===== src/rtl/wr_packer_pkg.sv =====
// wr_packer_pkg: shared word layout and error bit indices for the FIFO packer/unpacker pair
package wr_packer_pkg;
  localparam int LANES = 4;
  localparam int CNT_W = $clog2(LANES);
  localparam int FW = 8 * LANES + CNT_W + 1;
  localparam int DATA_LSB = 0;
  localparam int CNT_LSB = 8 * LANES;
  localparam int LAST_BIT = FW - 1;
  localparam int ERR_OVF = 0;
  localparam int ERR_ACK = 1;
  typedef logic [FW-1:0] word_t;
  function automatic word_t pack_word(input logic last, input logic [CNT_W-1:0] cnt,
                                      input logic [8*LANES-1:0] data);
    return {last, cnt, data};
  endfunction
endpackage


===== src/rtl/wr_packer_hold.sv =====
// wr_packer_hold: one-word hold register driving the FIFO write port and tracking the pending ack
module wr_packer_hold
  import wr_packer_pkg::*;
(
  input  logic  wr_clk,
  input  logic  rst,
  input  logic  load_i,
  input  word_t word_i,
  input  logic  fifo_full,
  output logic  hold_v_o,
  output word_t fifo_din,
  output logic  fifo_wr_en,
  output logic  ack_pend_o
);
  word_t hold_q;
  logic  hold_v_q, ack_pend_q;
  assign fifo_wr_en = hold_v_q & ~fifo_full;
  assign fifo_din = hold_q;
  assign hold_v_o = hold_v_q;
  assign ack_pend_o = ack_pend_q;
  // hold keeps its word while full; a new word may replace one draining this cycle
  always_ff @(posedge wr_clk or negedge rst)
    if (!rst) begin
      hold_q <= '0;
      hold_v_q <= 1'b0;
      ack_pend_q <= 1'b0;
    end else begin
      hold_v_q <= load_i | (hold_v_q & fifo_full);
      if (load_i) hold_q <= word_i;
      ack_pend_q <= fifo_wr_en;
    end
endmodule


===== src/rtl/fifo_wr_packer.sv =====
// fifo_wr_packer: packs a byte stream into tagged FIFO words and checks write acknowledgements
module fifo_wr_packer
  import wr_packer_pkg::*;
#(
  parameter bit THROTTLE = 1'b1
) (
  input  logic        rst,
  input  logic        wr_clk,
  input  logic        in_valid,
  input  logic [7:0]  in_data,
  input  logic        in_last,
  output logic        in_ready,
  input  logic        flush,
  output word_t       fifo_din,
  output logic        fifo_wr_en,
  input  logic        fifo_full,
  input  logic        fifo_wr_ack,
  input  logic        fifo_overflow,
  input  logic        fifo_prog_full,
  output logic [31:0] words_written,
  output logic [1:0]  err,
  output logic        busy
);
  logic [8*LANES-1:0] acc_q, acc_d, data_d;
  logic [CNT_W-1:0]   idx_q, idx_d;
  logic               flush_pend_q, flush_pend_d, en_q;
  logic [31:0]        words_q;
  logic [1:0]         err_q, err_d;
  logic               hold_v, ack_pend, can_load, accept, fl, load;
  word_t              word;
  // accumulate bytes into lanes and decide when the word closes into hold
  always_comb begin
    can_load = en_q & (~hold_v | ~fifo_full);
    in_ready = can_load & ~(THROTTLE & fifo_prog_full);
    accept = in_valid & in_ready;
    fl = flush_pend_q | flush;
    data_d = accept ? acc_q | ({{(8*LANES-8){1'b0}}, in_data} << {idx_q, 3'b000}) : acc_q;
    load = accept ? (idx_q == CNT_W'(LANES - 1)) | in_last | fl : fl & (idx_q != '0) & can_load;
    word = pack_word(accept & in_last, accept ? idx_q : idx_q - CNT_W'(1), data_d);
    idx_d = load ? '0 : idx_q + CNT_W'(accept);
    acc_d = load ? '0 : data_d;
    flush_pend_d = fl & ~load & (accept | (idx_q != '0));
    err_d = err_q;
    err_d[ERR_ACK] = err_q[ERR_ACK] | (ack_pend ^ fifo_wr_ack);
    err_d[ERR_OVF] = err_q[ERR_OVF] | fifo_overflow;
  end
  // accumulator, flush tracking, ack counter and sticky errors
  always_ff @(posedge wr_clk or negedge rst)
    if (!rst) begin
      acc_q <= '0;
      idx_q <= '0;
      flush_pend_q <= 1'b0;
      en_q <= 1'b0;
      words_q <= '0;
      err_q <= '0;
    end else begin
      acc_q <= acc_d;
      idx_q <= idx_d;
      flush_pend_q <= flush_pend_d;
      en_q <= 1'b1;
      words_q <= words_q + 32'(fifo_wr_ack);
      err_q <= err_d;
    end
  wr_packer_hold u_hold (
    .wr_clk     (wr_clk),
    .rst        (rst),
    .load_i     (load),
    .word_i     (word),
    .fifo_full  (fifo_full),
    .hold_v_o   (hold_v),
    .fifo_din   (fifo_din),
    .fifo_wr_en (fifo_wr_en),
    .ack_pend_o (ack_pend)
  );
  assign words_written = words_q;
  assign err = err_q;
  assign busy = (idx_q != '0) | hold_v | ack_pend | flush_pend_q;
endmodule


===== config.mk =====
export PLATFORM = sky130hd
export DESIGN_NAME = fifo_wr_packer
export DESIGN_NICKNAME = d
export VERILOG_FILES = /design/src/rtl/wr_packer_pkg.sv /design/src/rtl/wr_packer_hold.sv /design/src/rtl/fifo_wr_packer.sv
export SDC_FILE = /design/constraint.sdc
export NUM_CORES = 1
export LEC_CHECK = 0
export CELL_PAD_IN_SITES_DETAIL_PLACEMENT = 2
export CELL_PAD_IN_SITES_GLOBAL_PLACEMENT = 2
export CORE_MARGIN = 2
export CORE_UTILIZATION = 25
export DETAILED_ROUTE_END_ITERATION = 8
export GPL_TIMING_DRIVEN = 0
export PLACE_DENSITY = 0.7
export REMOVE_ABC_BUFFERS = 1
export SLEW_MARGIN = 20
export SYNTH_ARGS = -nofsm -noshare
export SYNTH_HDL_FRONTEND = slang
export SYNTH_SLANG_ARGS = --single-unit

===== constraint.sdc =====
create_clock -name wr_clk -period 5.05 [get_ports wr_clk]
set_clock_uncertainty 0.05 [all_clocks]
set_input_delay 0.7575 -clock wr_clk [delete_from_list [all_inputs] [get_ports wr_clk]]
set_output_delay 0.7575 -clock wr_clk [all_outputs]
set_load 0.02 [all_outputs]

---- After elaboration in Yosys (flattened, before gate mapping) ----
Cells that the tools add are included.
storage, ports and cells
  register bits ........................... 107
  output and inout bits ................... 72
  logic and storage cells ................. 47
cells by class
  add/sub/neg operators ................... 3
  equal/unequal tests ..................... 1
  shift-type cells ........................ 1
  multiplexer cells ....................... 5
  bitwise logic cells ..................... 27
  reductions and logical operators ........ 1
operators by type and width
  operator                                          count
  two-way mux 32 bit                                2
  adder 32 x 1 -> 32 bit                            1
  bitwise OR 32 bit                                 1
  << shifter 8 x 5 -> 32 bit                        1
  bitwise OR 1 bit                                  11
  bitwise AND 1 bit                                 10
  two-way mux 2 bit                                 2
  inverter 1 bit                                    4
  adder 2 x 1 -> 2 bit                              1
  == test 2 bit, second input constant              1
  nonzero test 2 bit                                1
  subtractor 2 x 1 -> 2 bit, second input constant  1
  two-way mux 1 bit                                 1
  XOR 1 bit                                         1

---- Logic depth before layout (Yosys ltp) ----
Gate-level depths: netlist of the first run.
  depth in word-level cells ............... 9
  mapped depth ............................ 7

---- By module ----
From an unflattened synthesis of the first run, not the netlist that was laid out.
unflattened totals
  cells, all modules ...................... 333
  area total of the unflattened synthesis .. 4695.8 um^2
modules (own cells, without submodules)
  module          instances  cells an instance  area each (um^2)
  fifo_wr_packer  1          255                3181.8
  wr_packer_hold  1          78                 1514.0

---- Worst setup path before layout of the first run ----
No wires, ideal clock.
  path type ............................... flip-flop to output port
  start point ............................. register idx_q[1]
  end point ............................... output busy
  arrival ................................. 1.591 ns
  slack ................................... 2.652 ns
  cell stages (with the launch flop) ...... 4
  cell sequence ........................... dfrtp_1 -> inv_1 -> ha_1 -> or4b_2
between the ends
  cells in the longest elaborated chain, start to end .. 4
ends and longest elaborated chain
  element                         line                  RTL
  start, declared                 fifo_wr_packer.sv:25  logic [CNT_W-1:0] idx_q, idx_d;
  start signal, assigned          fifo_wr_packer.sv:58  idx_q <= idx_d;
  nonzero test 2 bit              fifo_wr_packer.sv:77  assign busy = (idx_q != '0) | hold_v | ack_pend | flush_pend_q;
  bitwise OR 1 bit (3 in series)  fifo_wr_packer.sv:77
  end, declared                   fifo_wr_packer.sv:22  output logic busy
Every way passes these cells.

---- Worst setup path in the final report of the first run ----
Ends and elaborated chain as after synthesis.

==> results of run 1 <==
-- registers in the layout, summed over array words and instances, names as in the netlist --
signal,flops
acc_q,32
en_q,1
err,2
flush_pend_q,1
idx_q,2
u_hold.ack_pend_o,1
u_hold.fifo_din,35
u_hold.hold_v_o,1
words_written,32
-- layout by cell type, fill, tap and decap left out, types with 2 or more instances in the layout --
master           count
nor3_1               5
clkbuf_16            9
inv_1               38
nand4_1             12
and3_1               7
and4_1               2
dfrtp_1            107
nor4_1               2
a21oi_1             32
mux2i_1             34
ha_1                 5
clkinv_4             2
inv_6                2
nand2b_1             3
nor2b_1              2
buf_6                5
clkdlybuf4s50_1     87
nand3_1             11
xnor2_1             26
nor4_4               5
nor2_1              40
xor2_1               6
nand2_1             12
-- per-layer routing --
| layer | vias up | track usage | routed length, um |
|---|---|---|---|
| li1 | 1414 | - | - |
| met1 | 1605 | 0.1628 | 4857 |
| met2 | 63 | 0.2095 | 5295 |
| met3 | 13 | 0.03481 | 559 |
| met4 | 0 | 0.04639 | 156 |
| met5 | - | 0 | 0 |
-- worst max-delay path: cells and delay by family, from the launching register on --
| family | cells | cell delay (ns) |
|---|---|---|
| buf+inv | 2 | 0.79 |
| simple gates | 1 | 0.60 |
| flops | 1 | 0.48 |
| fa+ha+maj | 1 | 0.29 |
-- layout make-up --
class,count,area [um^2]
sequential,107,2678
inverter,38,142.6
clock inverter,6,72.57
clock buffer,10,229.0
timing repair buffer,94,969.7
multi-input combinational,216,1515
tap,225,281.5
fill,1882,11410
-- worst max-delay path by stage --
| stage | startpoint | endpoint | depth (start not counted) |
|---|---|---|---|
| detailed placement | fifo_prog_full | u_hold.fifo_din[11] | 8 |
| global route | idx_q[1] | busy | 4 |
| CTS | idx_q[1] | busy | 4 |
| global placement | rst | words_written[10] | 1 |
| floorplan | fifo_prog_full | u_hold.fifo_din[33] | 4 |
| finish | idx_q[1] | busy | 4 |
-- power by group through the flow --
stage	Clock [uW]	Combinational, uW	Sequential [uW]
2_1_floorplan	0	355	1330
3_5_place_dp	0	919	1210
4_1_cts	756	925	1200
3_3_place_gp	0	875	1200
5_1_grt	793	988	1230
6_report	726	901	1190
-- through the flow --
| stage | hold slack (ns) | util | cells |
|---|---|---|---|
| 4_1_cts | 0.3238 | 0.3404 | 696 |
| 6_report | 0.3088 | 0.3404 | 696 |
| 3_3_place_gp | 0.4028 | 0.3179 | 674 |
| 3_5_place_dp | 0.4051 | 0.3230 | 680 |
| 2_1_floorplan | 0.3991 | - | 361 |
| 5_1_grt | 0.3433 | 0.3404 | 696 |
-- kinds of logic (layout without fill, tap and decap cells) --
logic type / Yosys count / count (layout)
AOI/OAI and AO/OA: 38 / 38
xor gates and xnor gates: 32 / 32
adders and majority gates: 5 / 5
buffers and inverters: 50 / 148
DFF: 107 / 107
muxes: 35 / 35
other: 1 / 1
and+or+nand+nor: 105 / 105
==> summary.txt, run 1 <==
Yosys
  • Adder-Cell Fraction of Synth Area: 0.01414
  • Compound-gate portion of the synthesized area: 0.05064
  • Synth Flop Type: dfrtp_1
  • Commonest cells post-synth: dfrtp_1 (107), nor2_1 (40), inv_1 (38), mux2i_1 (34), a21oi_1 (32)
  • Seq/Total Area, Yosys: 0.6054
  • Yosys cell types: 34
  • Post-synth top area cell: dfrtp_1
  • Top-area cell type share of the netlist area: 0.6054
  • Async SR Flop Fraction: 1.000
  • Synth Register Bits: 107
  • Main area contributors after synthesis: dfrtp_1 (61%), mux2i_1 (7.7%), xnor2_1 (5.1%)
  • Number of synthesized flops with an enable pin: 0
  • Gate Count Post-Synth: 373
  • Main combinational cell family by area after synthesis: simple AND/OR/NAND/NOR gates
  • Cell area after synthesis: 4423 um^2
  • Warnings, synthesis: 0
  • Syn Area/Cell: 11.86 um^2
  • Top-count cell post-synth: dfrtp_1
  • Post-Synth XOR/XNOR Area: 0.06337
  • Simple-gate share of the synthesized area: 0.1341
  • Mux contribution to synthesized area: 0.07949

Global route
  • Largest net degree at the start of global routing: 57
  • Grt total ovfl: 0
  • Vias in the first global route: 3532
  • First-pass GRT wire length: 18770 um
  • Total track usage: 0.1284
  • Antenna violations before repair: 0

Routing
  • Via count: between 3000 and 4000
  • DRC: 0
  • First-pass iteration count of the detailed router: 2
  • Routed Wire Length: 10870 um
  • Wirelength per Cell: about 16 um
  • Via density per instance: 4.447
  • Iter 0 DRT Violations: 67
  • Detail Route Antenna Nets: 0

STA
  • Setup violations, final: 0
  • Final Max Slew Viols: 0
  • RSZ-0062 raised after global routing: no
  • Tcrit/Tclk final: 0.6570
  • Crit path time final: 3.318 ns
  • Slew @ Worst Pin: 0.8095 ns
  • Final worst slack: 1.732 ns
  • Hold Fails Final Rpt: 0
  • Slew margin rel.: 0.4563
  • Fmax: 0.3014 GHz
  • Total negative slack: 0 ns

Clock tree
  • Skew-Pair Late Insertion Delay: around 0.35 ns
  • Max Root-Sink Buffers: 2
  • Root Driver: clkbuf_16
  • TritonCTS buffer count: 9
  • H-Tree Depth: 3
  • CTS tree: built
  • Post-CTS sizing: 0
  • Post-cts hold buffer count: 0
  • Clock Sinks: 107
  • CTS clk-pin slew, worst paths: 0.08 ns
  • Setup Buffers After CTS: 0

Floorplan
  • Site row count: 48
  • Ports: 89
  • Die span in y: 137.0 um
  • Die area: 18770 um^2
  • Initial core utilization: 0.2557
  • Placeable Area: 17300 um^2
  • Die W: around 140 um

Worst setup path
  • Critical-path top delay cell: or4b_2
  • Kind of critical path: reg -> out
  • R2r setup slk: 2.53 ns
  • Crit-path cells: inv_1, ha_1, or4b_2, clkdlybuf4s50_1
  • CP max FO: 5
  • Critical path required time: 4.24 ns
  • CP peak stage delay: 0.60 ns
  • Startpoint types: flip-flop
  • Reg2reg path depth: 7
  • Reg-to-Reg Start: idx_q[1]
  • Reg2reg end: u_hold.fifo_din[11]
  • Critical Path AT: ~2.5 ns
  • Worst Setup End Kind: primary output

Power
  • Switching share of power: 0.3412
  • Clock Power Share: 0.258
  • Reg power frac: 0.423
  • Pwr Total: 2819 uW
  • Power Internal: about 1900 uW
  • Net switching power: 961.7 uW
  • PD cells: 478.7 nW/um^2
  • Static Leak: between 0.002 and 0.003 uW
  • Combinational cell fraction of total power: 0.320
  • Worst vdd ir: ~0.19 mV

Job
  • Max cap viols: 0

Finish
  • Layout cells sized above 1: 0.06794
  • Final #Nets: 488
  • Antenna Diode Count: 0
  • Post-Layout Inst Area: 5888 um^2
  • Synth-to-Final Area Change: 33.13%

Placed design
  • DP Area: approximately 5600 um^2
  • DP Worst Slack: 1.609 ns
  • GPL Wtd Cong: 0.7084
  • DP HPWL: 7685 um
  • Port bufs: between 80 and 90

Run status
  • Outcome: complete, no violations

Min path
  • Hold WC Path Type: in -> async
No activity file was read; power rests on OpenSTA's default activity.
==> run 2: changes to the inputs <==
--- a/config.mk
+++ b/config.mk
@@ -11,7 +11,7 @@
 export CORE_UTILIZATION = 25
 export DETAILED_ROUTE_END_ITERATION = 8
 export GPL_TIMING_DRIVEN = 0
-export PLACE_DENSITY = 0.7
+export PLACE_DENSITY = 0.72
 export REMOVE_ABC_BUFFERS = 1
 export SLEW_MARGIN = 20
 export SYNTH_ARGS = -nofsm -noshare
==> constraint.sdc (replaced) <==
create_clock -name wr_clk -period 2.78 [get_ports wr_clk]
set_clock_uncertainty 0.05 [all_clocks]
set_input_delay 0.417 -clock wr_clk [delete_from_list [all_inputs] [get_ports wr_clk]]
set_output_delay 0.417 -clock wr_clk [all_outputs]
set_load 0.02 [all_outputs]
==> summary.txt, run 2 (synthesis gave the netlist of run 1 again) <==
Worst setup path
  • Startpoint types: flip-flop
  • CP max FO: 5 (unchanged)
  • CP peak stage delay: 0.59 ns (about the same)
  • Critical path required time: 2.31 ns (-1.93 ns)
  • Worst Setup End Kind: primary output
  • Critical Path AT: 2.18 ns (-0.33 ns)
  • Critical-path top delay cell: or4b_2
  • Crit-path cells: inv_2, ha_2, or4b_2, dlygate4sd2_1
  • Kind of critical path: reg -> out

Floorplan
  • Die span in y: 137.0 um (unchanged)
  • Ports: 89 (unchanged)
  • Initial core utilization: 0.2557 (unchanged)
  • Die area: 18770 um^2 (unchanged)
  • Placeable Area: 17300 um^2 (unchanged)
  • Site row count: 48 (unchanged)
  • Die W: 137.0 um (unchanged)

Clock tree
  • CTS tree: built
  • Skew-Pair Late Insertion Delay: 0.35 ns (about the same)
  • TritonCTS buffer count: 9 (unchanged)
  • Clock Sinks: 107 (unchanged)
  • Setup Buffers After CTS: 0 (unchanged)
  • H-Tree Depth: 3 (unchanged)
  • CTS clk-pin slew, worst paths: 0.07 ns (about the same)
  • Root Driver: clkbuf_16
  • Max Root-Sink Buffers: 2 (unchanged)

Routing
  • First-pass iteration count of the detailed router: 4 (+2)
  • Via count: 3117 (+0.71%)
  • Detail Route Antenna Nets: 0 (unchanged)
  • Via density per instance: 4.478 (+0.71%)
  • Iter 0 DRT Violations: 97 (+45%)
  • Routed Wire Length: 11530 um (+6.1%)
  • DRC: 0 (unchanged)
  • Wirelength per Cell: 16.57 um (+6.1%)

Finish
  • Multi-input logic area: 1518 um^2 (+0.17%)
  • Final #Nets: 489 (+0.20%)
  • Max reg flops: 35 (unchanged)
  • Antenna Diode Count: 0 (unchanged)
  • Layout fillers: 1825 (-3.0%)
  • Most frequent cells in the layout: dfrtp_1 (106), clkdlybuf4s50_1 (86), nor2_1 (40), inv_1 (36), mux2i_1 (34)
  • Commonest non-fill, non-tap cell in the layout: dfrtp_1
  • Layout cells sized above 1: 0.07643 (+0.008493)
  • Reg area: 2679 um^2 (about the same)
  • Synth-to-Final Area Change: 33.72%
  • Post-Layout Inst Area: 5914 um^2 (+0.45%)

STA
  • Final Max Slew Viols: 0 (unchanged)
  • Tcrit/Tclk final: 0.9509
  • Slew @ Worst Pin: 0.8782 ns (+0.06875 ns)
  • Total negative slack: 0 ns (unchanged)
  • Setup violations, final: 0 (unchanged)
  • RSZ-0062 raised after global routing: no
  • Fmax: 0.3783 GHz
  • Hold Fails Final Rpt: 0 (unchanged)
  • Crit path time final: roughly 2.6 ns
  • Slew margin rel.: 0.4101 (-0.04618)
  • Final worst slack: 0.1364 ns (-1.596 ns)

Power
  • Power Internal: 3417 uW (+84%)
  • Reg power frac: 0.421 (-0.002)
  • Net switching power: 1747 uW (+82%)
  • Static Leak: 0.002561 uW (+0.34%)
  • Switching share of power: 0.3383 (-0.002852)
  • PD cells: 873.3 nW/um^2 (+82%)
  • Clock Power Share: 0.261 (+0.003)
  • Worst vdd ir: 0.4565 mV (+150%)
  • Combinational cell fraction of total power: 0.318 (-0.002)

Global route
  • Largest net degree at the start of global routing: 59 (+3.5%)
  • Vias in the first global route: 3469 (-1.8%)
  • First-pass GRT wire length: 18950 um (+0.95%)
  • Grt total ovfl: 0 (unchanged)
  • Antenna violations before repair: 0 (unchanged)
  • Total track usage: 0.1334 (+0.005009)

Min path
  • Hold WC Path Type: reg -> reg

Placed design
  • Port bufs: 88 (unchanged)
  • DP Area: 5594 um^2 (+0.13%)
  • DP HPWL: 8206 um (+6.8%)
  • DP Worst Slack: -0.2172 ns (-1.826 ns)
  • GPL Wtd Cong: 0.7362 (+3.9%)

Run status
  • Outcome: complete, no violations

Job
  • Max cap viols: 0 (unchanged)
run 2: cell types whose count changed in the layout (fill, tap and decap cells not counted), sizes merged:
cell	before	now
clkinv	2	0
clkdlybuf4s50	87	86
dlygate4sd2	0	1
clkbuf	10	11
dlygate4sd3	0	1
run 2: routing by layer:
| metal | wire, um | vias up | track usage |
|---|---|---|---|
| met2 | 5784 | 77 | 0.2286 |
| met4 | 97 | 0 | 0.02921 |
| li1 | - | 1425 | - |
| met3 | 812 | 7 | 0.05444 |
| met5 | 0 | - | 0 |
| met1 | 4839 | 1608 | 0.1563 |
run 2: cell type report:
cell class | count | area share
clock inverters | 4 | 0.009308
multi-input cells | 216 | 0.2566
repair buffers | 95 | 0.1667
clock buffers | 11 | 0.04273
flip-flops and latches | 107 | 0.4529
well taps | 225 | 0.04760
inverters | 38 | 0.02412
run 2: final timing paths:
check / start / to / slack, ns / cells after the start
setup / recovery: idx_q[0] / busy / 0.14 / 4
hold / removal: words_written[31] / words_written[31] / 0.42 / 1
setup reg to reg: words_written[0] / words_written[14] / 0.41 / 6
hold reg to reg: words_written[31] / words_written[31] / 0.42 / 1
max in group asynchronous: rst / idx_q[1] / 1.47 / 3
min in group asynchronous: rst / words_written[15] / 0.53 / 2
run 2: power by group through the flow:
stage          Combinational (uW)  Sequential (uW)  Clock, uW
6_report                     1640             2180       1350
5_1_grt                      1820             2230       1460
4_1_cts                      1690             2190       1400
3_5_place_dp                 1680             2210          0
3_3_place_gp                 1590             2190          0
2_1_floorplan                 645             2410          0
run 2: critical path: cells and delay by family, from the launching register on:
family / cells / cell delay, ns
simple gates: 1 / 0.59
buf+inv: 2 / 0.51
fa+ha+maj: 1 / 0.24
flops: 1 / 0.48
run 2: timing repair:
item	in CTS	in global routing
resized for setup	3	2
hold buffers	1	0
pin swaps	0	0
endpoints found under the setup margin	1	1
endpoints found under the hold margin	49	0
run 2: stage by stage:
| stage | total power, uW | hold slack, ns | instances | util |
|---|---|---|---|---|
| final | 5165 | 0.4226 | 696 | 0.3419 |
| after global routing | 5510 | 0.4384 | 696 | 0.3419 |
| after CTS | 5273 | 0.4261 | 696 | 0.3417 |
| after detailed placement | 3885 | 0.3592 | 680 | 0.3234 |
| after global placement | 3772 | 0.4020 | 674 | 0.3179 |
| after floorplan | 3056 | 0.07141 | 361 | - |
==> run 3: changes to the inputs <==
--- a/config.mk
+++ b/config.mk
@@ -10,7 +10,7 @@
 export CORE_MARGIN = 2
 export CORE_UTILIZATION = 25
 export DETAILED_ROUTE_END_ITERATION = 8
-export GPL_TIMING_DRIVEN = 0
+export MAX_ROUTING_LAYER = met4
 export PLACE_DENSITY = 0.72
 export REMOVE_ABC_BUFFERS = 1
 export SLEW_MARGIN = 20
==> summary.txt, run 3 (synthesis gave the netlist of run 1 again) <==
Run status
  • Outcome: complete, no violations

Routing
  • Max Used Layer: met4
  • Met3 wire len: 486 um (-40%)
  • First-pass iteration count of the detailed router: 4 (unchanged)
  • Detail Route Antenna Nets: 0 (unchanged)
  • Metal-1 WL: 5037 um (+4.1%)
  • Via count: 3140 (+0.74%)
  • Met2 routed WL: 5997 um (+3.7%)
  • Wirelength per Cell: 16.55 um (-0.12%)
  • DRC: 0 (unchanged)
  • Iter 0 DRT Violations: 145 (+49%)
  • Via density per instance: 4.441 (-0.83%)
  • Routed Wire Length: 11700 um (+1.5%)

Placed design
  • GPL Wtd Cong: 0.7629 (+3.6%)
  • DP Area: 5653 um^2 (+1.1%)
  • Port bufs: 88 (unchanged)
  • DP HPWL: 8291 um (+1.0%)

Floorplan
  • Die area: 18770 um^2 (unchanged)
  • Site row count: 48 (unchanged)
  • Die W: 137.0 um (unchanged)
  • Die span in y: 137.0 um (unchanged)
  • Placeable Area: 17300 um^2 (unchanged)
  • Ports: 89 (unchanged)
  • Initial core utilization: 0.2557 (unchanged)

Finish
  • Final #Nets: 499 (+2.0%)
  • Most frequent cells in the layout: dfrtp_1 (107), clkdlybuf4s50_1 (86), nor2_1 (40), inv_1 (38), mux2i_1 (34)
  • Post-Layout Inst Area: 5972 um^2 (+0.97%)
  • Commonest non-fill, non-tap cell in the layout: dfrtp_1
  • Antenna Diode Count: 0 (unchanged)
  • Multi-input logic area: 1515 um^2 (-0.17%)
  • Layout cells sized above 1: 0.08921 (+0.01278)
  • Max reg flops: 35 (unchanged)
  • Layout fillers: 1831 (+0.33%)
  • Reg area: 2678 um^2 (about the same)
  • Synth-to-Final Area Change: 35.02%

Global route
  • Largest net degree at the start of global routing: 58 (-1.7%)
  • Antenna violations before repair: 0 (unchanged)
  • Total track usage: 0.1393 (+0.005932)
  • First-pass GRT wire length: 19420 um (+2.5%)
  • Vias in the first global route: 3625 (+4.5%)
  • Grt total ovfl: 0 (unchanged)

STA
  • Total negative slack: 0 ns (unchanged)
  • Tcrit/Tclk final: 0.9400 (-0.01097)
  • Slew margin rel.: 0.4404 (+0.03028)
  • Slew @ Worst Pin: 0.8331 ns (-0.04508 ns)
  • Hold Fails Final Rpt: 0 (unchanged)
  • RSZ-0062 raised after global routing: no
  • Final Max Slew Viols: 0 (unchanged)
  • Fin Hold WS: 0.4267 ns (+0.004098 ns)
  • Crit path time final: 2.613 ns (-0.03051 ns)
  • Setup violations, final: 0 (unchanged)
  • Fmax: 0.3827 GHz (+1.2%)

Clock tree
  • CTS tree: built
  • Root Driver: clkbuf_16
  • Clock Sinks: 107 (unchanged)
  • Skew-Pair Late Insertion Delay: 0.35 ns (about the same)
  • TritonCTS buffer count: 9 (unchanged)
  • H-Tree Depth: 3 (unchanged)
  • CTS clk-pin slew, worst paths: 0.07 ns (about the same)
  • Max Root-Sink Buffers: 2 (unchanged)

Worst setup path
  • Startpoint types: flip-flop
  • Kind of critical path: reg -> out
  • Crit-path cells: inv_1, ha_1, or4b_2, dlygate4sd2_1
  • CP peak stage delay: 0.60 ns (about the same)
  • Worst Setup End Kind: primary output
  • Critical path required time: 2.31 ns (about the same)
  • Critical Path AT: 2.15 ns (-0.03 ns)
  • Critical-path top delay cell: or4b_2
  • CP max FO: 5 (unchanged)

Power
  • Switching share of power: 0.3403 (+0.001998)
  • Worst vdd ir: 0.3423 mV (-25%)
  • Clock Power Share: 0.257 (-0.004)
  • Reg power frac: 0.418 (-0.003)
  • Static Leak: 0.002611 uW (+2.0%)
  • Power Internal: 3420 uW (about the same)
  • Net switching power: 1764 uW (+0.96%)
  • PD cells: 868.0 nW/um^2 (-0.60%)
  • Combinational cell fraction of total power: 0.325 (+0.007)

Min path
  • Hold WC Path Type: reg -> reg

Job
  • Max cap viols: 0 (unchanged)
run 3: changes by cell type in the layout (fill, tap and decap cells not counted), moves of 2 or more:
cell    previous run  this run
inv_1             36        38
buf_4              0        14
buf_12             0         3
buf_8              3         0
buf_6              3         0
inv_2              2         0
run 3: through the flow:
stage	power, uW	utilization	setup slack [ns]	std cells
global placement	3842	0.3268	0.2240	690
CTS	5319	0.3453	0.1438	707
finish	5184	0.3453	0.1669	707
floorplan	3056	-	-0.8800	361
global route	5527	0.3453	0.06956	707
detailed placement	3921	0.3268	0.1357	690
run 3: what timing repair did:
item                                    in CTS  in global routing
resized for setup                            1                  0
hold buffers                                 1                  0
setup buffers                                0                  0
endpoints found under the setup margin       1                  0
endpoints found under the hold margin       25                  0
run 3: worst paths after layout:
path / slack [ns] / from / cells past startpoint / endpoint
setup reg to reg: 0.73 / idx_q[1] / 6 / u_hold.fifo_din[23]
min in group asynchronous: 0.50 / rst / 2 / err[0]
setup / recovery: 0.17 / idx_q[1] / 4 / busy
hold / removal: 0.43 / err[1] / 1 / err[1]
max in group asynchronous: 1.52 / rst / 3 / u_hold.fifo_din[24]
hold reg to reg: 0.43 / err[1] / 1 / err[1]
run 3: metal layers:
layer | vias up | global-route usage
met5 | - | -
met4 | 0 | 0.04467
met3 | 15 | 0.03296
met2 | 82 | 0.2355
met1 | 1608 | 0.1637
li1 | 1435 | -
run 3: area by class of cell:
cell class              count  area share
clock buffers              10     0.04002
flip-flops and latches    107      0.4484
inverters                  38     0.02388
well taps                 225     0.04714
repair buffers            105      0.1749
multi-input cells         216      0.2537
clock inverters             6     0.01194
run 3: critical path, delay by kind of cell (launching register included):
kind	cells	cell delay, ns
AND/OR/NAND/NOR	1	0.60
flip-flops	1	0.48
buffers and inverters	2	0.46
adder cells (fa/ha/maj)	1	0.25
run 3: power groups by stage:
stage | clock [uW] | combinational (uW) | sequential [uW]
finish | 1330 | 1680 | 2170
global route | 1460 | 1840 | 2220
CTS | 1410 | 1720 | 2180
detailed placement | 0 | 1720 | 2200
global placement | 0 | 1660 | 2180
floorplan | 0 | 645 | 2410
